$ cat src/rtl/gf_sub_word.sv
// gf_sub_word: AES SubWord, one composite-field S-box shared over 4 bytes.
// Ports: clk, rst_n, in_valid/in_ready/in_word[/inv], out_valid/out_ready/out_word, busy.
// Define GF_SUB_WORD_INV_EN to add port inv and the inverse S-box path.
module gf_sub_word (
  input  logic        clk,
  input  logic        rst_n,
  input  logic        in_valid,
  output logic        in_ready,
  input  logic [31:0] in_word,
`ifdef GF_SUB_WORD_INV_EN
  input  logic        inv,
`endif
  output logic        out_valid,
  input  logic        out_ready,
  output logic [31:0] out_word,
  output logic        busy
);

  typedef enum logic [1:0] {
    IDLE = 2'd0,
    SUB  = 2'd1,
    DONE = 2'd2
  } state_t;

  // Tower GF(((2^2)^2)^2), normal bases at every level.
  // GF(4): {W, W^2}, bit1 = W coef. One = 2'b11.
  // GF(16): {Z, Z^4}, Z^2+Z+N=0, N=W^2.
  // GF(256): {Y, Y^16}, Y^2+Y+M=0, M found below.
  localparam logic [1:0] GF4_N = 2'b01;

  function automatic logic [1:0] gf4_mul(
    input logic [1:0] a,
    input logic [1:0] b
  );
    logic s;
    s = (a[1] ^ a[0]) & (b[1] ^ b[0]);
    return {(a[1] & b[1]) ^ s, (a[0] & b[0]) ^ s};
  endfunction

  // Squaring and inversion are both a swap in GF(4).
  function automatic logic [1:0] gf4_sq(input logic [1:0] a);
    return {a[0], a[1]};
  endfunction

  function automatic logic [3:0] gf16_mul(
    input logic [3:0] a,
    input logic [3:0] b
  );
    logic [1:0] s;
    s = gf4_mul(gf4_mul(a[3:2] ^ a[1:0], b[3:2] ^ b[1:0]), GF4_N);
    return {gf4_mul(a[3:2], b[3:2]) ^ s, gf4_mul(a[1:0], b[1:0]) ^ s};
  endfunction

  // A * conj(A) lands in the subfield; invert there, scale the conjugate.
  function automatic logic [3:0] gf16_inv(input logic [3:0] a);
    logic [1:0] c, ci;
    c  = gf4_mul(a[3:2], a[1:0]) ^ gf4_mul(gf4_sq(a[3:2] ^ a[1:0]), GF4_N);
    ci = gf4_sq(c);
    return {gf4_mul(ci, a[1:0]), gf4_mul(ci, a[3:2])};
  endfunction

  function automatic logic [7:0] gf256_mul(
    input logic [7:0] a,
    input logic [7:0] b,
    input logic [3:0] m
  );
    logic [3:0] s;
    s = gf16_mul(gf16_mul(a[7:4] ^ a[3:0], b[7:4] ^ b[3:0]), m);
    return {gf16_mul(a[7:4], b[7:4]) ^ s, gf16_mul(a[3:0], b[3:0]) ^ s};
  endfunction

  function automatic logic [7:0] gf256_inv(
    input logic [7:0] a,
    input logic [3:0] m
  );
    logic [3:0] x, c, ci;
    x  = a[7:4] ^ a[3:0];
    c  = gf16_mul(a[7:4], a[3:0]) ^ gf16_mul(gf16_mul(x, x), m);
    ci = gf16_inv(c);
    return {gf16_mul(ci, a[3:0]), gf16_mul(ci, a[7:4])};
  endfunction

  // M must not be of the form y^2+y, so Y^2+Y+M stays irreducible.
  function automatic logic [3:0] find_m();
    logic [15:0] hit;
    logic [3:0]  y, v, m;
    hit = '0;
    for (int i = 0; i < 16; i++) begin
      y      = i[3:0];
      v      = gf16_mul(y, y) ^ y;
      hit[v] = 1'b1;
    end
    m = '0;
    for (int i = 15; i > 0; i--)
      if (!hit[i]) m = i[3:0];
    return m;
  endfunction

  localparam logic [3:0] GF16_M = find_m();

  function automatic logic [7:0] mat_apply(
    input logic [63:0] mat,
    input logic [7:0]  v
  );
    logic [7:0] r;
    r = '0;
    for (int i = 0; i < 8; i++)
      if (v[i]) r = r ^ mat[8*i +: 8];
    return r;
  endfunction

  // Column i = r^i, r a tower root of x^8+x^4+x^3+x+1.
  function automatic logic [63:0] find_to_twr(input logic [3:0] m);
    logic [7:0]  c, r, p2, p3, p4, p8, pw;
    logic [63:0] cols;
    r = '0;
    for (int i = 255; i > 1; i--) begin
      c  = i[7:0];
      p2 = gf256_mul(c, c, m);
      p3 = gf256_mul(p2, c, m);
      p4 = gf256_mul(p2, p2, m);
      p8 = gf256_mul(p4, p4, m);
      if ((p8 ^ p4 ^ p3 ^ c ^ 8'hFF) == 8'h00) r = c;
    end
    cols = '0;
    pw   = 8'hFF;
    for (int i = 0; i < 8; i++) begin
      cols[8*i +: 8] = pw;
      pw = gf256_mul(pw, r, m);
    end
    return cols;
  endfunction

  // Inverse basis change: preimage of each tower basis vector.
  function automatic logic [63:0] find_to_std(input logic [63:0] fwd);
    logic [7:0]  t;
    logic [63:0] cols;
    cols = '0;
    for (int s = 0; s < 256; s++) begin
      t = mat_apply(fwd, s[7:0]);
      for (int j = 0; j < 8; j++)
        if (t == (8'h01 << j)) cols[8*j +: 8] = s[7:0];
    end
    return cols;
  endfunction

  localparam logic [63:0] TO_TWR = find_to_twr(GF16_M);
  localparam logic [63:0] TO_STD = find_to_std(TO_TWR);

  function automatic logic [7:0] fwd_affine(input logic [7:0] s);
    return s ^ {s[6:0], s[7]} ^ {s[5:0], s[7:6]}
             ^ {s[4:0], s[7:5]} ^ {s[3:0], s[7:4]} ^ 8'h63;
  endfunction

`ifdef GF_SUB_WORD_INV_EN
  function automatic logic [7:0] inv_affine(input logic [7:0] s);
    return {s[6:0], s[7]} ^ {s[4:0], s[7:5]}
         ^ {s[1:0], s[7:2]} ^ 8'h05;
  endfunction
`endif

  state_t      state_q, state_d;
  logic [1:0]  idx_q, idx_d;
  logic [31:0] work_q, work_d;
  logic        accept;
  logic [7:0]  sub_in, pre, raw, sub_out;

`ifdef GF_SUB_WORD_INV_EN
  logic        inv_q, inv_d;
`endif

  assign sub_in = work_q[{idx_q, 3'b000} +: 8];
  assign raw    = mat_apply(TO_STD,
                    gf256_inv(mat_apply(TO_TWR, pre), GF16_M));

`ifdef GF_SUB_WORD_INV_EN
  assign pre     = inv_q ? inv_affine(sub_in) : sub_in;
  assign sub_out = inv_q ? raw : fwd_affine(raw);
`else
  assign pre     = sub_in;
  assign sub_out = fwd_affine(raw);
`endif

  assign in_ready  = (state_q == IDLE) |
                     ((state_q == DONE) & out_ready);
  assign accept    = in_valid & in_ready;
  assign out_valid = (state_q == DONE);
  assign busy      = (state_q == SUB) | (state_q == DONE);
  assign out_word  = work_q;

  always_comb begin
    state_d = state_q;
    idx_d   = idx_q;
    work_d  = work_q;
`ifdef GF_SUB_WORD_INV_EN
    inv_d   = inv_q;
`endif
    unique case (state_q)
      SUB: begin
        work_d[{idx_q, 3'b000} +: 8] = sub_out;
        if (idx_q == 2'd3) state_d = DONE;
        else               idx_d   = idx_q + 2'd1;
      end
      DONE:    if (out_ready) state_d = IDLE;
      default: ;
    endcase
    if (accept) begin
      state_d = SUB;
      idx_d   = '0;
      work_d  = in_word;
`ifdef GF_SUB_WORD_INV_EN
      inv_d   = inv;
`endif
    end
  end

  always_ff @(posedge clk or negedge rst_n) begin
    if (!rst_n) begin
      state_q <= IDLE;
      idx_q   <= '0;
      work_q  <= '0;
`ifdef GF_SUB_WORD_INV_EN
      inv_q   <= 1'b0;
`endif
    end else begin
      state_q <= state_d;
      idx_q   <= idx_d;
      work_q  <= work_d;
`ifdef GF_SUB_WORD_INV_EN
      inv_q   <= inv_d;
`endif
    end
  end

endmodule
$ cat config.mk
export PLATFORM = sky130hd
export DESIGN_NAME = gf_sub_word
export DESIGN_NICKNAME = d
export VERILOG_FILES = /design/src/rtl/gf_sub_word.sv
export SDC_FILE = /design/constraint.sdc
export NUM_CORES = 1
export LEC_CHECK = 0
export BUFFER_PORTS_ARGS = -buffer_cell sky130_fd_sc_hd__buf_2
export CAP_MARGIN = 20
export CORE_MARGIN = 3
export CORE_UTILIZATION = 57
export DETAILED_ROUTE_END_ITERATION = 16
export GPL_ROUTABILITY_DRIVEN = 0
export PLACE_DENSITY = 0.84
export SLEW_MARGIN = 20
export SYNTH_ARGS = -nofsm -noshare
export SYNTH_HDL_FRONTEND = slang
export SYNTH_SLANG_ARGS = --single-unit
$ cat constraint.sdc
create_clock -name clk -period 7.5 [get_ports clk]
set_input_delay 1.5 -clock clk [delete_from_list [all_inputs] [get_ports clk]]
set_output_delay 1.5 -clock clk [all_outputs]
set_load 0.05 [all_outputs]
### Yosys cells after proc, flatten, opt, wreduce, memory -nomap -nowiden

Cells that the tools add are included.

| operators by class | value |
|---|---|
| add/sub/neg operators | 2 |
| equal/unequal tests | 6 |
| shifts and indexed selects | 3 |
| mux-type cells | 26 |
| bitwise logic cells | 138 |
| reductions and logical operators | 5 |

Operators with widths:

| operator | count |
|---|---|
| $mux 8 | 9 |
| $mux 32 | 2 |
| $xor 1x1->1 | 61 |
| $and 1x1->1 | 38 |
| $bwmux 32 | 1 |
| $not 4->4 | 8 |
| $shift 8x7->32 const A | 1 |
| $shiftx 32x6->8 | 1 |
| $shiftx 8x7->32 | 1 |
| $xor 2x2->2 | 16 |
| $xor 8x8->8 | 4 |
| $mux 7 | 3 |
| $mux 6 | 3 |
| $mux 2 | 6 |
| $not 3->3 | 4 |
| $xor 4x4->4 | 2 |
| $neg 5->7 | 1 |
| $not 6->6 | 1 |
| $not 5->5 | 1 |
| $eq 2x2->1 const B | 2 |
| $pmux 2 s2 | 1 |
| $mux 3 | 1 |
| $ne 3x1->1 const B | 1 |
| $ne 3x2->1 const B | 1 |
| other kinds (10) | 11 |

| storage, ports and cells | value |
|---|---|
| register bits after elaboration | 36 |
| input port bits | 36 |
| output and inout port bits | 35 |
| logic and storage cells | 183 |

### Depth between registers and ports, before layout

Gate-level depths: netlist (run 1).

| logic depth | value |
|---|---|
| depth in word-level cells | 68 |
| depth in mapped cells | 26 |
| mapped depth without buffers | 24 |

### Least setup slack after synthesis (run 1)

OpenSTA, ideal clock, no wires.

| timing path | value |
|---|---|
| path type | reg-to-reg |
| from | register work_q[26], in the netlist out_word[26] |
| to | register work_q[8], in the netlist out_word[8] |
| library setup time | 0.133 ns |
| arrival | 6.753 ns |
| data required time | 7.367 ns |
| slack | 0.614 ns |
| cell stages (with the launch flop) | 25 |
| buffers on the path | 1 |
| period minus slack after synthesis | 6.886 ns |
| path through | dfrtp_1 > mux4_2 > buf_6 > xor2_1 > xnor2_1 > inv_1 > ha_1 > xnor2_1 > xor3_1 > xor2_4 > inv_2 > ha_1 > xnor2_1 > xnor2_1 > xnor3_1 > xor2_1 > nor2_1 > o21ai_0 > o221ai_1 > or4_1 > nand4_1 > xnor2_1 > xnor3_1 > xor2_1 > o21ai_0 |

| on the way | value |
|---|---|
| word-level cells in the longest chain between the ends | 59 |
| elaborated cells on any way between the ends | 150 |
| those cells by class | 2 x shift; 17 x mux; 131 x bitwise |

Ends and longest elaborated chain:

| item | RTL line | RTL |
|---|---|---|
| start, declared | 164 | `logic [31:0] work_q, work_d;` |
| start signal, assigned | 228 | `work_q <= work_d;` |
| $shiftx 32x6->8 * | 172 | `assign sub_in = work_q[{idx_q, 3'b000} +: 8];` |
| $mux 8 * (3 in series) | 108 | `if (v[i]) r = r ^ mat[8*i +: 8];` |
| $not 3->3 (no line) / $mux 8 (equally long branches) | - |  |
| $mux 6 | 108 |  |
| $mux 8 * | 108 |  |
| $not 3->3 (no line) / $mux 8 (equally long branches) | - |  |
| $mux 6 | 108 |  |
| $xor 4x4->4 | 77 | `x = a[7:4] ^ a[3:0];` |
| [40 not listed] | - |  |
| $xor 8x8->8 (2 in series) | 151 | `return s ^ {s[6:0], s[7]} ^ {s[5:0], s[7:6]}` |
| $xor 8x8->8 | 152 | `^ {s[4:0], s[7:5]} ^ {s[3:0], s[7:4]} ^ 8'h63;` |
| $xor 8x8->8 * | 152 |  |
| $not 4->4 (no line) | - |  |
| $shiftx 8x7->32 * | 200 | `work_d[{idx_q, 3'b000} +: 8] = sub_out;` |
| $bwmux 32 * | 200 |  |
| $mux 32 * | 198 | `unique case (state_q)` |
| $mux 32 * | 207 | `if (accept) begin` |

Every way passes the cells marked *; elsewhere a longest branch is shown, timed or not. The select of a mux whose other input is x is not followed.
A chain may end at the register's enable or synchronous reset.

### Final worst setup path (run 1)

| timing path | value |
|---|---|
| from | register idx_q[0] |
| to | register work_q[14], in the netlist out_word[14] |

| on the way | value |
|---|---|
| word-level cells in the longest chain between the ends | 63 |
| elaborated cells on any way between the ends | 157 |
| those cells by class | 1 x add/sub; 3 x shift; 19 x mux; 134 x bitwise |

Ends and longest elaborated chain:

| item | RTL line | RTL |
|---|---|---|
| start, declared | 163 | `logic [1:0] idx_q, idx_d;` |
| start signal, assigned | 227 | `idx_q <= idx_d;` |
| $shiftx 32x6->8 | 172 |  |
| $mux 8 | 108 |  |
| $not 2->2 (no line) | - |  |
| $mux 3 | 108 |  |
| $not 4->4 (no line) | - |  |
| $mux 8 (2 in series) | 108 |  |
| $not 4->4 (no line) | - |  |
| $mux 8 | 108 |  |
| [44 not listed] | - |  |
| $mux 7 | 108 |  |
| $xor 8x8->8 (2 in series) | 151 |  |
| $xor 8x8->8 (2 in series) | 152 |  |
| $not 4->4 (no line) | - |  |
| $shiftx 8x7->32 | 200 |  |
| $bwmux 32 * | 200 |  |
| $mux 32 * | 198 |  |
| $mux 32 * | 207 |  |

Marked as above.

==> out/results.ini, run 1 <==
[floorplan]
num_rows = 28
design.core.area_um2 = 6060
die_height_um = 86.2
die_x_um = 86.2
dieArea_um2 = 7430
start_util_pct = 60.5
pin_count = 71

[finish]
drive_gt1_share_pct = 30.9
layout_common_cells = 70 x buf_2, 35 x dfrtp_1, 33 x xnor2_1
finish.net_count = 492
final_cell_area_um2 = 4300
layout_commonest_cell = buf_2
area_delta_synth_final_pct = 17.3
antenna_cells = 0

[global_route]
grt_pass1_wl_um = 16500
grt_max_degree = 42
grt_overflow = 0
grt_pass1_vias = 3300
antenna_found_initial = 0
track_usage_pct = 28.6

[yosys]
ys_seq_area_share_pct = 24.6
synth_top_family_by_area = XOR/XNOR gates
synth-main-ff-cell = dfrtp_1
synthSimpleGateAreaFrac_pct = 10.8
yosysWarnings = 0
syn_inst = 361
synthTopCellsByArea = dfrtp_1 25%, xnor2_1 8.1%, a22oi_1 6.5%
async_flop_share_pct = 100
synth-seq-cells = 36
syn_area_um2 = 3670
synth_cell_type_count = 62
synth.net_count = 411
synth_mux_area_share_pct = 8.22
synthAdderAreaFrac_pct = 4.77
synth_enable_flop_cells = 0
synth_top_area_share_pct = 24.6
synth_area_leader_cell = dfrtp_1
avgSynthCellArea_um2 = 10.2
synthXorXnorAreaFrac_pct = 27.3
synth_compound_area_share_pct = 21.0

[drt]
firstDrtPassIters = 6
drtIter0Drc = 294
via_count = 3378
viasPerCell = 6.52
drcViolationCount = 0
ant_nets = 0
routedWlPerCell_um = 20.1
drt_wl_total_um = 10400

[timing]
max_freq_mhz = 138
tightestPinTransition_ns = 0.911
slew_headroom_pct = 39.2
finalSetupViolations = 0
final_max_slew_viol_count = 0
min_period_ns = 7.25
hold_violations = 0
skew_ns = 0.00701
period_share_pct = 96.7
holdWs_ns = 0.542

[critical_path]
end_kind = flop
crit_path_start_kind = flop
r2r_setup_slack_ns = 0.25
startpoint = idx_q[0]
critPathRequiredTime_ns = 7.66
reg2reg_from = idx_q[0]
cp_data_arrival_time_ns = 7.41
rr_worst_depth = 23
worstPathMaxFanout = 13
criticalPathCategory = flop to flop

[cts]
cts_num_sinks = 36
root_buffer = clkbuf_8
clkLatencyLatePin_ns = 0.29
cts.reportedPaths.clkPinSlew_ns = 0.07
cts_resized = 1
cts_setup_buffers = 0
cts_made_buffers = 5
cts_tree = yes
cts_hold_buf = 0
cts_buffer_depth = 2
htree_levels = 2

[placement]
post_dp_cell_area_um2 = 4160
dp_hpwl_um = 7710
io_buffers = 70

[flow_run]
cap_violations = 0

[status]
status = finished clean

[hold_path]
worstHoldStart = out_word[5]
min_path_type = flop to flop
hold_path_depth = 2

[layer usage]
metal | wire length [um] | track usage, % | share of wire, % | vias up
li1 | - | - | - | 1502
met1 | 4040 | 36.9 | 39 | 1620
met2 | 5070 | 47.6 | 49 | 218
met3 | 1040 | 7.70 | 10 | 38
met4 | 273 | 7.93 | 2.6 | 0
met5 | 0 | 0 | 0 | -
[path summary, 6_finish.rpt]
kind | end
max in group asynchronous | idx_q[0]
min in group asynchronous | out_word[8]
worst max-delay path | out_word[14]
worst max register to register | out_word[14]
worst min register to register | out_word[5]
worst min-delay path | out_word[5]
[layout make-up]
class | count | area, um2
Tap cell | 75 | 93.8
Clock buffer | 6 | 72.6
Sequential cell | 36 | 905
Timing Repair Buffer | 86 | 470
Fill cell | 436 | 1760
Inverter | 14 | 52.6
Clock inverter | 2 | 35.0
Multi-Input combinational cell | 299 | 2680
[state kept, by name (all words and copies together) (netlist names)]
signal	cells
idx_q	2
out_word	32
state_q	2
[cells in the mapped netlist, drive strengths merged (3+ instances only)]
cell     number
nor4          3
a22oi        33
a2bb2oi       3
nand3        10
dfrtp        36
nor2         20
a21oi        16
a221o         3
o21ai        46
mux4          8
xor2         20
nor3         10
xnor2        43
buf           7
mux2i        11
inv          14
ha           14
nand4         3
nand2        10
xnor3        11
nor2b         7
clkbuf        5
[cell families (layout without fill, tap and decap cells)]
family	Yosys count	count (layout)
AO/OA/AOI/OAI	116	116
XOR/XNOR	76	76
AND/OR/NAND/NOR	73	73
flip-flops	36	36
buffers and inverters	26	108
multiplexers	20	20
adder cells (fa/ha/maj)	14	14
[critical path: stages (launching register included)]
cell and delay [ns]:
dfrtp_4 0.56, mux4_2 0.68, xor2_2 0.35, xnor2_1 0.18
buf_4 0.17, xor2_1 0.35, inv_1 0.21, ha_1 0.35
xor2_1 0.15, xnor2_1 0.34, xor3_1 0.49, xor2_2 0.18
ha_1 0.33, xnor2_1 0.18, buf_4 0.19, xnor3_1 0.23
a211oi_2 0.43, nor2_1 0.17, nor4b_1 0.30, a221o_1 0.29
xnor2_2 0.18, xnor3_1 0.38, xnor2_2 0.27, o21ai_1 0.13
[stage by stage]
step / setup WS, ns / utilization (%) / setup TNS (ns) / instances
finish: 0.247 / 71.0 / 0 / 518
global route: -0.0919 / 71.0 / -0.938 / 518
CTS: 0.205 / 70.5 / 0 / 518
detailed placement: 0.114 / 68.7 / 0 / 510
global placement: 0.233 / 68.7 / 0 / 510
floorplan: 0.614 / - / 0 / 361
Power of run 1 is not shown: default switching activity piles up to over one toggle a cycle in this logic, so the estimate is an artifact.
==> inputs of run 2 (changes only) <==
CORE_ASPECT_RATIO = 0.75   (was unset)
==> out/results.ini, run 2 (synthesized netlist as in run 1, its figures left out) <==
[critical_path]
critPathRequiredTime_ns = 7.66
cp_data_arrival_time_ns = 7.30
criticalPathCategory = flop to flop
crit_path_start_kind = flop
reg2reg_from = idx_q[0]
end_kind = flop
cpMostUsedCell = xnor2_1
crit_path_top_delay_cell = mux4_2
worstPathMaxFanout = 11
rr_worst_depth = 23
regToRegEndpoint = out_word[22]
r2r_setup_slack_ns = 0.36
slowest_delay_ns = 0.65
cp_cell_sequence = mux4_2 -> xor2_2 -> xnor2_1 -> buf_4 -> xor2_1 -> inv_1 -> ha_1 -> xor2_1 -> xnor2_1 -> xor3_1 -> xor2_2 -> ha_1 -> xnor2_1 -> buf_4 -> xnor3_1 -> a211oi_4 -> nor2_1 -> nor4b_1 -> a221o_1 -> xnor2_2 -> xnor3_1 -> xnor2_2 -> o21ai_1

[drt]
viasPerCell = 6.51
drtIter0Drc = 367
routedWlPerCell_um = 19.8
drcViolationCount = 0
firstDrtPassIters = 5
via_count = 3439
drt_wl_total_um = 10500
ant_nets = 0

[finish]
multi_input_area_um2 = 2690
antenna_cells = 0
layout.area.seq_um2 = 905
final_cell_area_um2 = 4370
area_delta_synth_final_pct = 19.1
drive_gt1_share_pct = 32.2
largest_register_ffs = 32
finish.net_count = 499
num-fill-cells = 438
layout_commonest_cell = buf_2
layout_common_cells = 70 x buf_2, 35 x dfrtp_1, 32 x xnor2_1, 32 x a22oi_1, 28 x o21ai_0

[cts]
cts_tree = yes
cts_made_buffers = 5
htree_levels = 2
root_buffer = clkbuf_8
cts.reportedPaths.clkPinSlew_ns = 0.08
cts_hold_buf = 0
clkLatencyLatePin_ns = 0.30
cts_num_sinks = 36
cts_buffer_depth = 2

[global_route]
antenna_found_initial = 0
grt_max_degree = 42
grt_pass1_vias = 3154
grt_overflow = 0
track_usage_pct = 28.3
grt_pass1_wl_um = 16500

[timing]
slew_headroom_pct = 38.8
final_max_slew_viol_count = 0
fin_setup_tns_ns = 0
rsz0062_at_grt = no
tightestPinTransition_ns = 0.918
min_period_ns = 7.14
period_share_pct = 95.2
skew_ns = 0.00686
finalSetupViolations = 0
max_freq_mhz = 140
hold_violations = 0

[floorplan]
dieArea_um2 = 7440
design.core.area_um2 = 6010
start_util_pct = 61.1
die_x_um = 98.6
num_rows = 24
die_height_um = 75.5
pin_count = 71

[hold_path]
min_path_type = flop to flop
worstHoldStart = state_q[1]
whs_endpoint = state_q[1]
hold_path_depth = 2

[placement]
post_dp_cell_area_um2 = 4180
io_buffers = 70
dp_hpwl_um = 7870

[status]
status = finished clean

[flow_run]
cap_violations = 0

==> run 2: changes by cell type in the layout (fill, tap and decap cells not counted), sizes merged <==
cell	delta
buf	+7
==> run 2: worst max-delay path by stage <==
stage                       startpoint            to  slack [ns]  cells after the start
final                         idx_q[0]  out_word[22]        0.36                     23
after global routing          idx_q[0]  out_word[12]       0.006                     25
after CTS                     idx_q[0]  out_word[11]        0.18                     22
after floorplan           out_word[26]   out_word[8]        0.61                     24
after global placement        idx_q[0]   out_word[8]        0.24                     22
after detailed placement      idx_q[0]  out_word[11]        0.04                     22
==> run 2: timing repair <==
item / 4_1_cts / 5_1_grt
setup buffers: 0 / 5
pin swaps: 0 / 1
gates cloned: 0 / 0
endpoints found under the setup margin: 2 / 24
gates resized for setup: 1 / 7
==> run 2: layout make-up <==
type / instances / area share, %
Clock inverter: 2 / 0.802
Inverter: 14 / 1.20
Tap cell: 78 / 2.23
Timing Repair Buffer: 93 / 12.0
Sequential cell: 36 / 20.7
Multi-Input combinational cell: 299 / 61.4
Clock buffer: 6 / 1.66
==> run 2: worst max-delay path, delay by kind of cell, from the launching register on <==
family / cells / cell delay, ns
buffers and inverters: 3 / 0.54
AND/OR/NAND/NOR: 2 / 0.48
flip-flops: 1 / 0.55
multiplexers: 1 / 0.65
XOR/XNOR: 12 / 3.29
AO/OA/AOI/OAI: 3 / 0.82
adder cells (fa/ha/maj): 2 / 0.66
==> run 2: metrics by stage <==
| stage | utilization [%] | cells | hold WS [ns] | setup slack (ns) |
|---|---|---|---|---|
| final | 72.8 | 528 | 0.539 | 0.357 |
| after global routing | 72.8 | 528 | 0.576 | 0.00554 |
| after CTS | 71.5 | 523 | 0.542 | 0.182 |
| after detailed placement | 69.6 | 515 | 0.522 | 0.0433 |
| after global placement | 69.6 | 515 | 0.511 | 0.244 |
| after floorplan | - | 361 | 0.497 | 0.614 |
==> run 2: layer usage <==
| layer | wire length [um] | vias up | track usage (%) |
|---|---|---|---|
| li1 | - | 1513 | - |
| met1 | 4480 | 1627 | 41.4 |
| met2 | 4560 | 265 | 43.6 |
| met3 | 1230 | 34 | 6.40 |
| met4 | 198 | 0 | 6.21 |
| met5 | 0 | - | 0 |
Power of run 2 is left out for the same reason.
==> inputs of run 3 (changes only) <==
CORE_MARGIN = 2   (was 3)
==> out/results.ini, run 3 (synthesized netlist as in run 1, its figures left out) <==
[status]
status = finished clean

[critical_path]
r2r_setup_slack_ns = 0.009
critPathRequiredTime_ns = 7.66
worstPathMaxFanout = 8
criticalPathCategory = flop to flop
reg2reg_from = idx_q[0]
crit_path_start_kind = flop
startpoint = idx_q[0]
rr_worst_depth = 22
end_kind = flop
regToRegEndpoint = out_word[25]
cp_data_arrival_time_ns = 7.65

[finish]
layout_commonest_cell = buf_2
num-fill-cells = 409
layout.cells.non_filler = 533
area_delta_synth_final_pct = 21.5
finish.net_count = 501
layout_common_cells = 70 x buf_2, 35 x dfrtp_1, 32 x a22oi_1
largest_register_ffs = 32
final_cell_area_um2 = 4460
drive_gt1_share_pct = 34.3
antenna_cells = 0

[global_route]
grt.busiest_layer = met2
grt_max_degree = 42
use_met1_pct = 41.7
antenna_found_initial = 0
grt_overflow = 0
track_usage_pct = 30.8
grt_pass1_wl_um = 17200
use_met2_pct = 49.8
grtUsageMet3_pct = 8.09
grt_pass1_vias = 3351

[drt]
drtIter0Drc = 546
ant_nets = 0
routedWlPerCell_um = 22.3
via_count = 3649
firstDrtPassIters = 5
drt_wl_total_um = 11900
drcViolationCount = 0
viasPerCell = 6.85

[timing]
tightestPinTransition_ns = 0.926
period_share_pct = 99.9
skew_ns = 0.00928
finalSetupViolations = 0
final_max_slew_viol_count = 0
min_period_ns = 7.49
slew_headroom_pct = 38.3
max_freq_mhz = 134
hold_violations = 0

[placement]
dp_hpwl_um = 8200
io_buffers = 70
dp.cells = 516
post_dp_cell_area_um2 = 4170

[hold_path]
worstHoldStart = out_word[17]
hold_path_depth = 2
whs_endpoint = out_word[17]
min_path_type = flop to flop

[floorplan]
die_x_um = 96.6
dieArea_um2 = 7100
start_util_pct = 58.6
design.core.area_um2 = 6260
die_height_um = 73.5
num_rows = 25
pin_count = 71

[flow_run]
cap_violations = 0

[cts]
cts_buffer_depth = 2
cts_num_sinks = 36
cts_made_buffers = 5
htree_levels = 2
cts_hold_buf = 0
clkLatencyLatePin_ns = 0.29
cts_tree = yes
cts.reportedPaths.clkPinSlew_ns = 0.08
root_buffer = clkbuf_8

run 3: changes by cell type in the layout (fill, tap and decap cells not counted), sizes merged:
cell and change:
buf +2
run 3: worst max path at each step:
stage	slack, ns	endpoint	cells after the start
2_1_floorplan	0.61	out_word[8]	24
3_3_place_gp	0.21	out_word[17]	25
3_5_place_dp	-0.22	out_word[25]	24
4_1_cts	0.12	out_word[12]	25
5_1_grt	-0.25	out_word[22]	26
6_report	0.009	out_word[25]	22
run 3: final cells by class:
cell class	count	area, um2	share of cell area (%)
clock inverters	2	35.0	0.786
flip-flops and latches	36	902	20.2
multi-input cells	299	2760	61.8
inverters	14	52.6	1.18
well taps	81	101	2.27
repair buffers	95	538	12.1
clock buffers	6	72.6	1.63
run 3: repair_timing:
item / 4_1_cts / 5_1_grt
pin swaps: 0 / 2
endpoints found under the setup margin: 8 / 24
setup buffers: 0 / 9
gates resized for setup: 4 / 13
run 3: metrics by stage:
| step | utilization (%) | hold slack [ns] | setup slack, ns | TNS (ns) |
|---|---|---|---|---|
| 6_report | 71.3 | 0.558 | 0.00943 | 0 |
| 3_5_place_dp | 66.7 | 0.531 | -0.215 | -1.02 |
| 5_1_grt | 71.3 | 0.583 | -0.252 | -4.68 |
| 3_3_place_gp | 66.7 | 0.522 | 0.212 | 0 |
| 4_1_cts | 68.8 | 0.545 | 0.120 | 0 |
| 2_1_floorplan | - | 0.497 | 0.614 | 0 |
run 3: routing by layer:
| metal | part of all wire (%) | vias to the layer above |
|---|---|---|
| met5 | 0 | - |
| met4 | 2.8 | 0 |
| met3 | 12 | 40 |
| met2 | 46 | 311 |
| met1 | 39 | 1775 |
| li1 | - | 1523 |
run 3: worst max-delay path, stage by stage, from the launching register on:
cell	delay (ns)
dfrtp_2	0.53
mux4_2	0.67
xor2_2	0.41
xnor2_2	0.23
xor2_1	0.41
inv_1	0.18
ha_1	0.35
xor2_1	0.16
xnor2_1	0.32
xor3_1	0.51
xor2_2	0.20
ha_1	0.33
xnor2_1	0.40
buf_4	0.24
nor2_1	0.06
xnor2_1	0.35
a221o_1	0.29
nand2b_1	0.14
o221a_2	0.33
xnor2_2	0.28
xnor3_1	0.50
xnor2_2	0.31
o21ai_0	0.15
Power of run 3 is left out for the same reason.
